`src/rtl/ov_cam_pkg.sv`:
```
// Shared definitions for the OmniVision camera bring-up blocks.
package ov_cam_pkg;

  typedef enum logic [3:0] {
    ST_IDLE,
    ST_PWRUP_WAIT,
    ST_FETCH,
    ST_DECODE,
    ST_ISSUE,
    ST_WAIT_ACCEPT,
    ST_WAIT_DONE,
    ST_GAP,
    ST_DELAY,
    ST_DONE,
    ST_ERROR
  } state_t;

  localparam logic [15:0] END_MARKER    = 16'hFFFF;
  localparam logic [7:0]  DELAY_TAG     = 8'hF0;
  localparam logic [7:0]  DEF_CHIP_ADDR = 8'h42;

  // Largest of three elaboration-time counts, used to size the shared countdown.
  function automatic int unsigned max3(input int unsigned a, input int unsigned b,
                                       input int unsigned c);
    int unsigned m;
    m = (a > b) ? a : b;
    return (m > c) ? m : c;
  endfunction

endpackage

```
`src/rtl/ov_sccb_init_seq.sv`:
```
// Power-on register init sequencer: walks the table ROM and issues one SCCB
// write per entry through ov_sccb, with delay entries, end marker and timeout.
module ov_sccb_init_seq
  import ov_cam_pkg::*;
#(
  parameter logic [7:0]  CHIP_ADDR      = DEF_CHIP_ADDR,
  parameter int          ROM_AW         = 8,
  parameter int unsigned CYCLES_PER_MS  = 50000,
  parameter int unsigned PWRUP_MS       = 3,
  parameter int unsigned GAP_CYCLES     = 16,
  parameter int unsigned TIMEOUT_CYCLES = 100000
) (
  input  logic              clk,
  input  logic              reset,
  input  logic              init_start,
  output logic [ROM_AW-1:0] rom_addr,
  input  logic [15:0]       rom_data,
  output logic [7:0]        sccb_addr,
  output logic [7:0]        sccb_subaddr,
  output logic [7:0]        sccb_w_data,
  output logic              sccb_start,
  input  logic              sccb_busy,
  input  logic              sccb_done,
  output logic              pwdn,
  output logic              init_busy,
  output logic              init_done,
  output logic              init_err,
  output logic [ROM_AW-1:0] err_index
);

  localparam int unsigned PWRUP_CYC = PWRUP_MS * CYCLES_PER_MS;
  localparam int unsigned DLY_MAX   = 255 * CYCLES_PER_MS;
  localparam int unsigned CNT_MAX   = max3(DLY_MAX, PWRUP_CYC, GAP_CYCLES);
  localparam int          CNT_W     = $clog2(CNT_MAX + 1);
  localparam int          TMO_W     = $clog2(TIMEOUT_CYCLES + 1);

  state_t            state, next_state;
  logic [ROM_AW-1:0] index;
  logic [CNT_W-1:0]  cnt;
  logic [TMO_W-1:0]  tmo;
  logic [15:0]       entry;

  logic cnt_clr, cnt_inc, cnt_dec, cnt_load;
  logic idx_clr, idx_inc, issue, tmo_run, entry_ld, err_ld;
  logic pwrup_exp, gap_exp, tmo_exp, last;

  // Counters count up from 0 for power-up and gap; delay loads and counts down.
  assign pwrup_exp = (32'(cnt) + 32'd1) >= PWRUP_CYC;
  assign gap_exp   = (32'(cnt) + 32'd1) >= GAP_CYCLES;
  assign tmo_exp   = (32'(tmo) + 32'd1) >= TIMEOUT_CYCLES;
  assign last      = &index;

  assign rom_addr  = index;
  assign sccb_addr = CHIP_ADDR;

  // State register.
  always_ff @(posedge clk or negedge reset) begin
    if (!reset) state <= ST_PWRUP_WAIT;
    else        state <= next_state;
  end

  // Next-state decode and datapath strobes.
  always_comb begin
    next_state = state;
    cnt_clr    = 1'b0;
    cnt_inc    = 1'b0;
    cnt_dec    = 1'b0;
    cnt_load   = 1'b0;
    idx_clr    = 1'b0;
    idx_inc    = 1'b0;
    issue      = 1'b0;
    tmo_run    = 1'b0;
    entry_ld   = 1'b0;
    err_ld     = 1'b0;
    case (state)
      ST_IDLE, ST_DONE, ST_ERROR: begin
        if (init_start) begin
          next_state = ST_PWRUP_WAIT;
          cnt_clr    = 1'b1;
          idx_clr    = 1'b1;
        end
      end
      ST_PWRUP_WAIT: begin
        if (pwrup_exp) begin
          next_state = ST_FETCH;
          cnt_clr    = 1'b1;
          idx_clr    = 1'b1;
        end else begin
          cnt_inc = 1'b1;
        end
      end
      ST_FETCH: next_state = ST_DECODE;
      ST_DECODE: begin
        entry_ld = 1'b1;
        if (rom_data == END_MARKER) begin
          next_state = ST_DONE;
        end else if (rom_data[15:8] == DELAY_TAG) begin
          next_state = ST_DELAY;
          cnt_load   = 1'b1;
        end else begin
          next_state = ST_ISSUE;
        end
      end
      ST_ISSUE: begin
        if (!sccb_busy) begin
          next_state = ST_WAIT_ACCEPT;
          issue      = 1'b1;
        end
      end
      ST_WAIT_ACCEPT: begin
        // Any done seen here belongs to the previous write; wait for busy first.
        tmo_run = 1'b1;
        if (sccb_busy) begin
          next_state = ST_WAIT_DONE;
        end else if (tmo_exp) begin
          next_state = ST_ERROR;
          err_ld     = 1'b1;
        end
      end
      ST_WAIT_DONE: begin
        tmo_run = 1'b1;
        if (sccb_done) begin
          next_state = ST_GAP;
          cnt_clr    = 1'b1;
        end else if (tmo_exp) begin
          next_state = ST_ERROR;
          err_ld     = 1'b1;
        end
      end
      ST_GAP: begin
        if (gap_exp) begin
          cnt_clr = 1'b1;
          if (last) begin
            next_state = ST_DONE;
          end else begin
            next_state = ST_FETCH;
            idx_inc    = 1'b1;
          end
        end else begin
          cnt_inc = 1'b1;
        end
      end
      ST_DELAY: begin
        if (cnt == '0) begin
          if (last) begin
            next_state = ST_DONE;
          end else begin
            next_state = ST_FETCH;
            idx_inc    = 1'b1;
          end
        end else begin
          cnt_dec = 1'b1;
        end
      end
      default: next_state = ST_IDLE;
    endcase
  end

  // Counters, latched entry, SCCB request and status flags.
  always_ff @(posedge clk or negedge reset) begin
    if (!reset) begin
      index        <= '0;
      cnt          <= '0;
      tmo          <= '0;
      entry        <= '0;
      sccb_start   <= 1'b0;
      sccb_subaddr <= '0;
      sccb_w_data  <= '0;
      pwdn         <= 1'b1;
      init_busy    <= 1'b0;
      init_done    <= 1'b0;
      init_err     <= 1'b0;
      err_index    <= '0;
    end else begin
      if (idx_clr)      index <= '0;
      else if (idx_inc) index <= index + 1'b1;

      if (cnt_clr)       cnt <= '0;
      else if (cnt_load) cnt <= CNT_W'(32'(rom_data[7:0]) * CYCLES_PER_MS);
      else if (cnt_inc)  cnt <= cnt + 1'b1;
      else if (cnt_dec)  cnt <= cnt - 1'b1;

      if (issue)        tmo <= '0;
      else if (tmo_run) tmo <= tmo + 1'b1;

      if (entry_ld) entry <= rom_data;

      // Write fields hold from the start pulse until the next issue.
      sccb_start <= issue;
      if (issue) begin
        sccb_subaddr <= entry[15:8];
        sccb_w_data  <= entry[7:0];
      end

      if (err_ld) err_index <= index;
      if (state == ST_PWRUP_WAIT) pwdn <= 1'b0;

      init_busy <= !(next_state inside {ST_IDLE, ST_DONE, ST_ERROR});
      init_done <= (next_state == ST_DONE);
      init_err  <= (next_state == ST_ERROR);
    end
  end

endmodule

```
`config.mk`:
```
export PLATFORM = sky130hd
export DESIGN_NAME = ov_sccb_init_seq
export DESIGN_NICKNAME = d
export VERILOG_FILES = /design/src/rtl/ov_cam_pkg.sv /design/src/rtl/ov_sccb_init_seq.sv
export SDC_FILE = /design/constraint.sdc
export NUM_CORES = 1
export LEC_CHECK = 0
export CAP_MARGIN = 20
export CORE_MARGIN = 1
export CORE_UTILIZATION = 50
export DETAILED_ROUTE_END_ITERATION = 10
export HOLD_SLACK_MARGIN = 0.05
export PLACE_DENSITY = 0.7
export SETUP_SLACK_MARGIN = 0.4
export SYNTH_ARGS = -nofsm -noshare
export SYNTH_HDL_FRONTEND = slang
export SYNTH_SLANG_ARGS = --single-unit
export TNS_END_PERCENT = 20
```
`constraint.sdc`:
```
create_clock -name clk -period 7.7 [get_ports clk]
set_clock_uncertainty 0.1 [all_clocks]
set_input_delay 1.54 -clock clk [delete_from_list [all_inputs] [get_ports clk]]
set_output_delay 1.54 -clock clk [all_outputs]
set_load 0.1 [all_outputs]
```
==> results.md, run 1 <==
Critical path:
- On the critical path the largest part of the delay comes from compound AO/OA/AOI/OAI gates.
- In this run the worst setup path begins at cnt[7].
- In this run the critical register-to-register path is captured at cnt[23].
- The type of element launching the critical path is a register.
- Among all stages on the critical path, the largest delay is contributed by sky130_fd_sc_hd__dfrtp_1.
- On the worst path, the slowest cell contributes a delay of 0.60 ns.
- The critical path goes through nand4_2 > nor4_1 > nand3_1 > a211o_1 > a211o_1 > nor3_1 > or2_2 > inv_1 > ha_1 > a211oi_1 > o21ai_0 > a31oi_1 > o211ai_1 > a41oi_1 > o31ai_1 > o21ai_0 > o311ai_0 > a221o_1.
- The number of buffers and inverters on the critical path is 1.
- The worst endpoint data arrival time is 6.34 ns.
- The worst reg-to-reg path cell count is 18.
- The path type of the worst setup path is register to register.
- The type of element capturing the critical path is a register.
- The maximum fanout along the worst path is 25.
- The origin of the critical flop-to-flop path is cnt[7].
- Setup slack on the worst reg-to-reg path comes out at 1.50 ns.
- The critical path required time is 7.83 ns.

Synth:
- The part of the Yosys area used for sequential elements is 30.1%.
- The cell count after synthesis is 922.
- The predominant post-synthesis flop cell is sky130_fd_sc_hd__dfrtp_1.
- The cell area after synthesis is a little over 0.008 mm^2.
- In the synthesized netlist the async set-or-reset flop fraction comes to 100%.
- The register bit count reported by yosys is 98.
- Yosys attributes the largest share of cell area to sky130_fd_sc_hd__dfrtp_1 29%, sky130_fd_sc_hd__ha_1 13%, sky130_fd_sc_hd__nand2_1 4.9%.
- The most common cell in the netlist is sky130_fd_sc_hd__nand2_1.
- The top cell type by area accounts for 29.5% of the synthesized area.
- The commonest cells after synthesis are 106 x sky130_fd_sc_hd__nand2_1, 96 x sky130_fd_sc_hd__dfrtp_1, 83 x sky130_fd_sc_hd__ha_1.
- The total of warnings raised by yosys is 0.
- The number of flops mapped to enable cells by yosys is 0.
- The mean instance size in the synthesized netlist is 8.83 um^2.
- The largest total area in the synthesized netlist belongs to sky130_fd_sc_hd__dfrtp_1.
- Synthesis instantiated 71 different standard cells from the library.

STA:
- The post-route worst hold slack is 0.358 ns.
- The setup total negative slack is 0 ns.
- Measured against its own limit, the worst slew margin works out to 32.3%.
- At the pin with the least slew margin, the transition time is between 1 and 1.5 ns.
- The highest achievable clock rate is about 160 MHz.
- The worst path in the final design needs a cycle of 6.20 ns, including I/O delays and setup.
- After layout, the worst path uses around 81% of the clock period.
- The number of endpoints failing setup at the final stage is 0.
- The number of pins with negative max-slew slack in the final report was 0.
- The number of hold violations in the final report was 0.
- Setup repair after global routing left no endpoint under its margin.
- The worst setup margin is ~1.5 ns.

Pwr:
- The peak supply drop is 0.237 mV.
- The power share of the clock group is 14.2%.
- Sequential cells account for 23.2% of the total power.
- The internal power of the cells is 1.79 mW.
- The net switching share of the total power is 49.2%.
- The analysis attributes to cell leakage a power of 4.20 nW.
- The power dissipated by switching net loads is 1.73 mW.
- The areal power density over the cells is 386 mW/mm^2.
- The share of total power dissipated in combinational logic is around 63%.

Finish:
- With fillers left out, the area of the finished cells amounts to 0.00915 mm^2.
- The share of final-layout standard cells stronger than drive strength 1 is 7.25%.
- The count of inserted antenna diode cells is 0.
- The sequential standard cell area is 0.00245 mm^2.
- The final cell count without fillers is 1181.
- The final net count is 1077.
- The area overhead of the layout relative to synthesis is 12.4%.
- In the final layout, the multi-input gates occupy 0.00533 mm^2.
- The count of fill cells added during filler insertion is between 1000 and 1500.

Die:
- The number of top-level pins is 66.
- Measured along the y axis, the die boundary spans 130 um.
- The effective utilization at floorplan is between 50% and 60%.
- The area enclosed by the die boundary is 0.0168 mm^2.
- The floorplan has between 40 and 50 rows.
- The region available for standard cell placement spans 0.0159 mm^2.
- The width of the chip is between 100 and 150 um.

GRT:
- The first global-routing pass estimated between 30000 and 40000 um of wire.
- The via count of the first global-routing pass is 6391.
- Across every metal layer, demand over resource in global routing totals 24.0%.
- The total congestion overflow is 0.
- The largest net degree at the start of global routing is 63.
- The initial antenna violation count came to 0.

Placement:
- After detailed placement, the total cell area comes to 0.00882 mm^2.
- The number of buffer cells added on primary ports is 57.
- The worst slack after detailed placement is 1.33 ns.
- In this run, placement finished with an instance count of approximately 1200.
- The placer congestion estimate is 0.863.
- The sum of net half-perimeters after detailed placement is 14300 um.

CTS:
- The number of sinks driven by the clock tree is 98.
- The CTS tree is done.
- The H-tree was split into 3 levels.
- The cell sitting at the root of the clock tree is a sky130_fd_sc_hd__clkbuf_16.
- In this run, CTS created clock tree buffers numbering 9.
- The longest clock path from root to sink contains 2 buffers.
- The number of setup buffers added after CTS is 0.
- The register clock-pin slew on the reported worst setup and hold paths is about 0.08 ns.
- The number of gates resized after CTS was 0.
- In this run, post-CTS hold repair placed 0 buffers.
- The insertion delay to the later sink of the worst-skew pair is 0.36 ns.

Drt:
- The pre-antenna-repair detailed-routing pass consisted of 5 iterations.
- The average wire length per cell after detail routing is approximately 16 um.
- The via count is between 6000 and 7000.
- After detailed routing, the number of vias per cell comes to 5.90.
- The number of remaining DRC errors is 0.
- The number of DRC markers after the initial detailed-route iteration is 391.
- The count of nets left with antenna violations once routing finished came out at 0.
- For this block, the routed nets add up to 19100 um of wire.

Min path:
- The class of the worst hold path is register to register.
- The cell depth of the worst hold path is 2.
- For hold timing, the worst endpoint is sccb_subaddr[4].
- The startpoint identified for the worst hold timing path is entry[12].

Job:
- The number of max-cap violations is 0.

Run status:
- The run finished with clean final reports.
## power groups by stage
stage | Clock, mW | Sequential, mW | Combinational, mW
3_3_place_gp | 0 | 0.823 | 2.15
5_1_grt | 0.529 | 0.843 | 2.44
3_5_place_dp | 0 | 0.827 | 2.17
4_1_cts | 0.513 | 0.818 | 2.19
6_report | 0.501 | 0.820 | 2.21
2_1_floorplan | 0 | 1.13 | 1.42
## flip-flops by register name, summed over array words and instances (netlist names), 4 cells and up
register / cells
cnt: 24
err_index: 8
sccb_subaddr: 8
entry: 16
state: 4
sccb_w_data: 8
tmo: 17
rom_addr: 8
## placed cells by master (no fill, tap or decap), types with 11 or more instances in the layout
master and n:
sky130_fd_sc_hd__nor2_1 65, sky130_fd_sc_hd__o21ai_0 63, sky130_fd_sc_hd__a21oi_1 44, sky130_fd_sc_hd__and2_1 13, sky130_fd_sc_hd__nand2_1 106, sky130_fd_sc_hd__nand4_1 16, sky130_fd_sc_hd__dfrtp_1 96, sky130_fd_sc_hd__nor2b_1 11
sky130_fd_sc_hd__and3_1 22, sky130_fd_sc_hd__inv_1 48, sky130_fd_sc_hd__nand3_1 25, sky130_fd_sc_hd__ha_1 83, sky130_fd_sc_hd__xor2_1 20, sky130_fd_sc_hd__a22o_1 19, sky130_fd_sc_hd__nor3_1 17, sky130_fd_sc_hd__mux2_2 27
sky130_fd_sc_hd__xnor2_1 23, sky130_fd_sc_hd__fa_1 13, sky130_fd_sc_hd__clkdlybuf4s50_1 56
## area by class of cell
| class | count | share of cell area [%] |
|---|---|---|
| Multi-Input combinational cell | 743 | 58.2 |
| Sequential cell | 98 | 26.8 |
| Timing Repair Buffer | 60 | 6.53 |
| Tap cell | 216 | 2.95 |
| Clock buffer | 10 | 2.50 |
| Inverter | 48 | 1.97 |
| Clock inverter | 6 | 0.998 |
## worst max-delay path by stage
stage                    to  slack, ns  cells past startpoint
floorplan           cnt[23]       2.21                     15
global placement    cnt[23]       1.42                     17
detailed placement  cnt[23]       1.33                     17
CTS                 cnt[23]       1.54                     18
global route        cnt[23]       0.99                     18
finish              cnt[23]       1.50                     18
## routing by layer
layer  wire (um)  share of wire, %  track usage [%]
met5           0                 0                0
met4         248               1.3             5.81
met3         566               3.0             2.97
met2        8970                47             38.6
met1        9340                49             34.1
## through the flow
step	power [mW]	util, %
detailed placement	3.00	55.5
finish	3.53	57.6
global placement	2.97	55.5
floorplan	2.55	-
global route	3.81	57.6
CTS	3.52	57.5
## cells by family after synthesis
logic type / count (synthesis) / share of synthesized area (%)
buffers and inverters: 87 / 4.69
xor gates and xnor gates: 44 / 4.82
muxes: 35 / 4.72
and+or+nand+nor: 339 / 21.0
adders and majority gates: 96 / 15.9
AOI/OAI and AO/OA: 221 / 18.6
DFF: 98 / 30.1
other: 2 / 0.0922
## worst min-delay path, cell delays in order, from the launching register on
cell	delay [ns]
sky130_fd_sc_hd__dfrtp_1	0.34
sky130_fd_sc_hd__nand2_1	0.05
sky130_fd_sc_hd__nand2_1	0.04
(Power assumes the default switching activity.)
==> run 2: changes to the inputs <==
==> constraint.sdc (replaced) <==
create_clock -name clk -period 6.2 [get_ports clk]
set_clock_uncertainty 0.1 [all_clocks]
set_input_delay 1.24 -clock clk [delete_from_list [all_inputs] [get_ports clk]]
set_output_delay 1.24 -clock clk [all_outputs]
set_load 0.1 [all_outputs]
==> results.md, run 2 (synthesized netlist as in run 1, its figures left out) <==
Run status:
- The flow ran to the end, and the final reports show no timing, DRC or antenna violations.

Drt:
- The number of vias per cell is 5.86 (-0.61%).
- The met1 wire length is 9450 um (+1.2%).
- The length of the first detailed-routing pass in iterations is 5 (unchanged).
- The total met2 wirelength after detailed routing is 8820 um (-1.7%).
- The remaining antenna violation count is 0 (unchanged).
- Routed signal wires occupy layers up through met4.
- The detailed route wirelength on metal3 is 587 um (+3.7%).
- The number of remaining DRC errors was 0 (unchanged).
- The average wire length per cell after detail routing is 16.1 um (-0.56%).
- The total wire length was 19200 um (+0.28%).
- The via count is 6981 (+0.23%).
- The number of DRC markers after the initial detailed-route iteration is 409 (+4.6%).

Finish:
- From synthesis to final layout, the design area changed by 13.6%.
- The commonest non-fill, non-tap cell in the layout is sky130_fd_sc_hd__nand2_1.
- The largest registers in the layout are cnt: 24 flops, tmo: 17 flops, entry: 16 flops.
- The largest register by flop count is cnt.
- The share of final-layout standard cells stronger than drive strength 1 is 9.33% (+2.1 points).
- The flip-flop count of the largest register after layout came to 24 (unchanged).
- The final cell count without fillers came to 1191 (+0.85%).
- The count of inserted antenna diode cells is 0 (unchanged).
- The final net count is 1087 (+0.93%).
- Leaving out fill and tap cells, the most frequent cells in the layout are 106 x sky130_fd_sc_hd__nand2_1, 93 x sky130_fd_sc_hd__dfrtp_1, 83 x sky130_fd_sc_hd__ha_1, 65 x sky130_fd_sc_hd__nor2_1, 62 x sky130_fd_sc_hd__o21ai_0.

Critical path:
- The kind of cell with the highest combined delay on the critical path is adder cells.
- The worst stage delay on the critical path is 0.51 ns (-0.09 ns).
- The maximum fanout along the worst path is 5 (-80%).
- The worst endpoint data arrival time came to 5.67 ns (-0.67 ns).
- STA classifies the critical path startpoint as a primary input.
- The critical path required time is 6.34 ns (-1.49 ns).
- The critical path in this run is classified as primary input to register.
- The worst setup path is captured at a register.
- The signal on the critical path passes through clkdlybuf4s50_1 > ha_1 > fa_1 > inv_1 > fa_1 > inv_1 > ha_1 > ha_1 > or2_2 > o311a_1 > a31o_2 > a41oi_2 > mux2i_1 > o21ai_0 > and2_1 > a221o_1.
- The number of buffers and inverters on the critical path is 3 (+2).
- The critical path's slowest cell is sky130_fd_sc_hd__clkdlybuf4s50_1.
- The cell occurring most often along the worst timing path is sky130_fd_sc_hd__ha_1.

Die:
- The row count is 46 (unchanged).
- The width of the chip is 130 um (unchanged).
- The effective utilization at floorplan was 51.3% (unchanged).
- The placeable core area was 0.0159 mm^2 (unchanged).
- The number of top-level pins was 66 (unchanged).
- The height of the chip was 130 um (unchanged).
- The area enclosed by the die boundary is 0.0168 mm^2 (unchanged).

Placement:
- The sum of net half-perimeters after detailed placement is 14500 um (+1.9%).
- The placer congestion estimate was 0.906 (+5.0%).
- The number of placed cells counting well taps is 1172 (+0.69%).
- The number of buffer cells added on primary ports is 57 (unchanged).

Min path:
- The class of the worst hold path is register to register.

Job:
- The number of max-cap violations is 0 (unchanged).

STA:
- The number of endpoints failing setup at the final stage was 0 (unchanged).
- The number of hold violations in the final report is 0 (unchanged).
- The relative max-transition margin is 32.8% (+0.58 points).
- The slew at the pin closest to its max-slew limit is 1.00 ns (-0.00864 ns).
- After layout, the worst path uses 89.2% of the clock period.
- The setup total negative slack was 0 ns (unchanged).
- For this run, the top clock speed supported by timing is around 180 MHz.
- Setup repair after global routing left no endpoint under its margin.
- The number of pins with negative max-slew slack in the final report is 0 (unchanged).
- The time the final worst path needs with I/O delays and setup is roughly 5.5 ns.

GRT:
- The global-route wire length before repair is 31600 um (-1.1%).
- The total congestion overflow is 0 (unchanged).
- The largest net degree at the start of global routing is 60 (-4.8%).
- The via count of the first global-routing pass is 6464 (+1.1%).
- The aggregate global-route resource usage was 23.6% (-0.35 points).
- The initial antenna violation count is 0 (unchanged).

CTS:
- The insertion delay to the later sink of the worst-skew pair is 0.35 ns (about the same).
- The register clock-pin slew on the reported worst setup and hold paths is 0.07 ns (about the same).
- The number of clock buffers inserted by TritonCTS is 9 (unchanged).
- The root buffer cell chosen for the clock tree is sky130_fd_sc_hd__clkbuf_16.
- The number of sinks driven by the clock tree came to 98 (unchanged).
- The CTS tree is done.
- The deepest level of the CTS H-tree is 3 (unchanged).
- The hold buffer count at CTS was 0 (unchanged).
- The buffer depth of the longest clock path is 2 (unchanged).

Pwr:
- The areal power density over the cells is 472 mW/mm^2 (+22%).
- The leakage power is 4.24 nW (+0.76%).
- The peak supply drop is 0.338 mV (+43%).
==> run 2: timing repair <==
action	CTS	global route
setup endpoints to repair	0	9
buffers inserted	0	2
hold endpoints to repair	0	0
resized for setup	0	15
==> run 2: worst min-delay path, stage by stage (launching register included) <==
cell	delay, ns
sky130_fd_sc_hd__dfrtp_1	0.34
sky130_fd_sc_hd__nand2_1	0.05
sky130_fd_sc_hd__nand2_1	0.05
==> run 2: path summary, 6_finish.rpt <==
| check | end | cells after the start | startpoint | slack [ns] |
|---|---|---|---|---|
| setup / recovery | cnt[23] | 16 | rom_data[5] | 0.67 |
| hold / removal | sccb_subaddr[3] | 2 | entry[11] | 0.36 |
| setup reg to reg | cnt[23] | 19 | cnt[7] | 0.82 |
| hold reg to reg | sccb_subaddr[3] | 2 | entry[11] | 0.36 |
| max in group asynchronous | entry[10] | 2 | reset | 4.05 |
| min in group asynchronous | cnt[1] | 1 | reset | 0.77 |
==> run 2: cell type report <==
class | count | area [um^2]
Clock buffer | 12 | 246
Clock inverter | 4 | 33.8
Fill cell | 1465 | 6630
Inverter | 48 | 184
Multi-Input combinational cell | 743 | 5380
Sequential cell | 98 | 2460
Tap cell | 216 | 270
Timing Repair Buffer | 70 | 676
==> run 2: per-layer routing <==
metal / global-route usage, % / up-vias
li1: - / 3438
met1: 33.5 / 3400
met2: 37.6 / 120
met3: 3.26 / 23
met4: 6.63 / 0
met5: 0 / -
==> run 2: stage by stage <==
stage	total power [mW]	area [um^2]	utilization [%]	setup slack, ns	hold slack, ns
detailed placement	3.74	8880	55.9	0.170	0.350
global placement	3.70	8880	55.9	0.271	0.344
global route	4.70	9250	58.2	0.461	0.384
CTS	4.30	9160	57.7	0.520	0.363
floorplan	3.17	8170	-	1.01	0.335
finish	4.37	9250	58.2	0.669	0.363
==> run 2: report_power, final <==
group | switching [mW] | internal, mW | total [mW]
clock | 0.257 | 0.288 | 0.545
combinational | 1.73 | 1.08 | 2.80
sequential | 0.193 | 0.823 | 1.02
total | 2.18 | 2.19 | 4.37
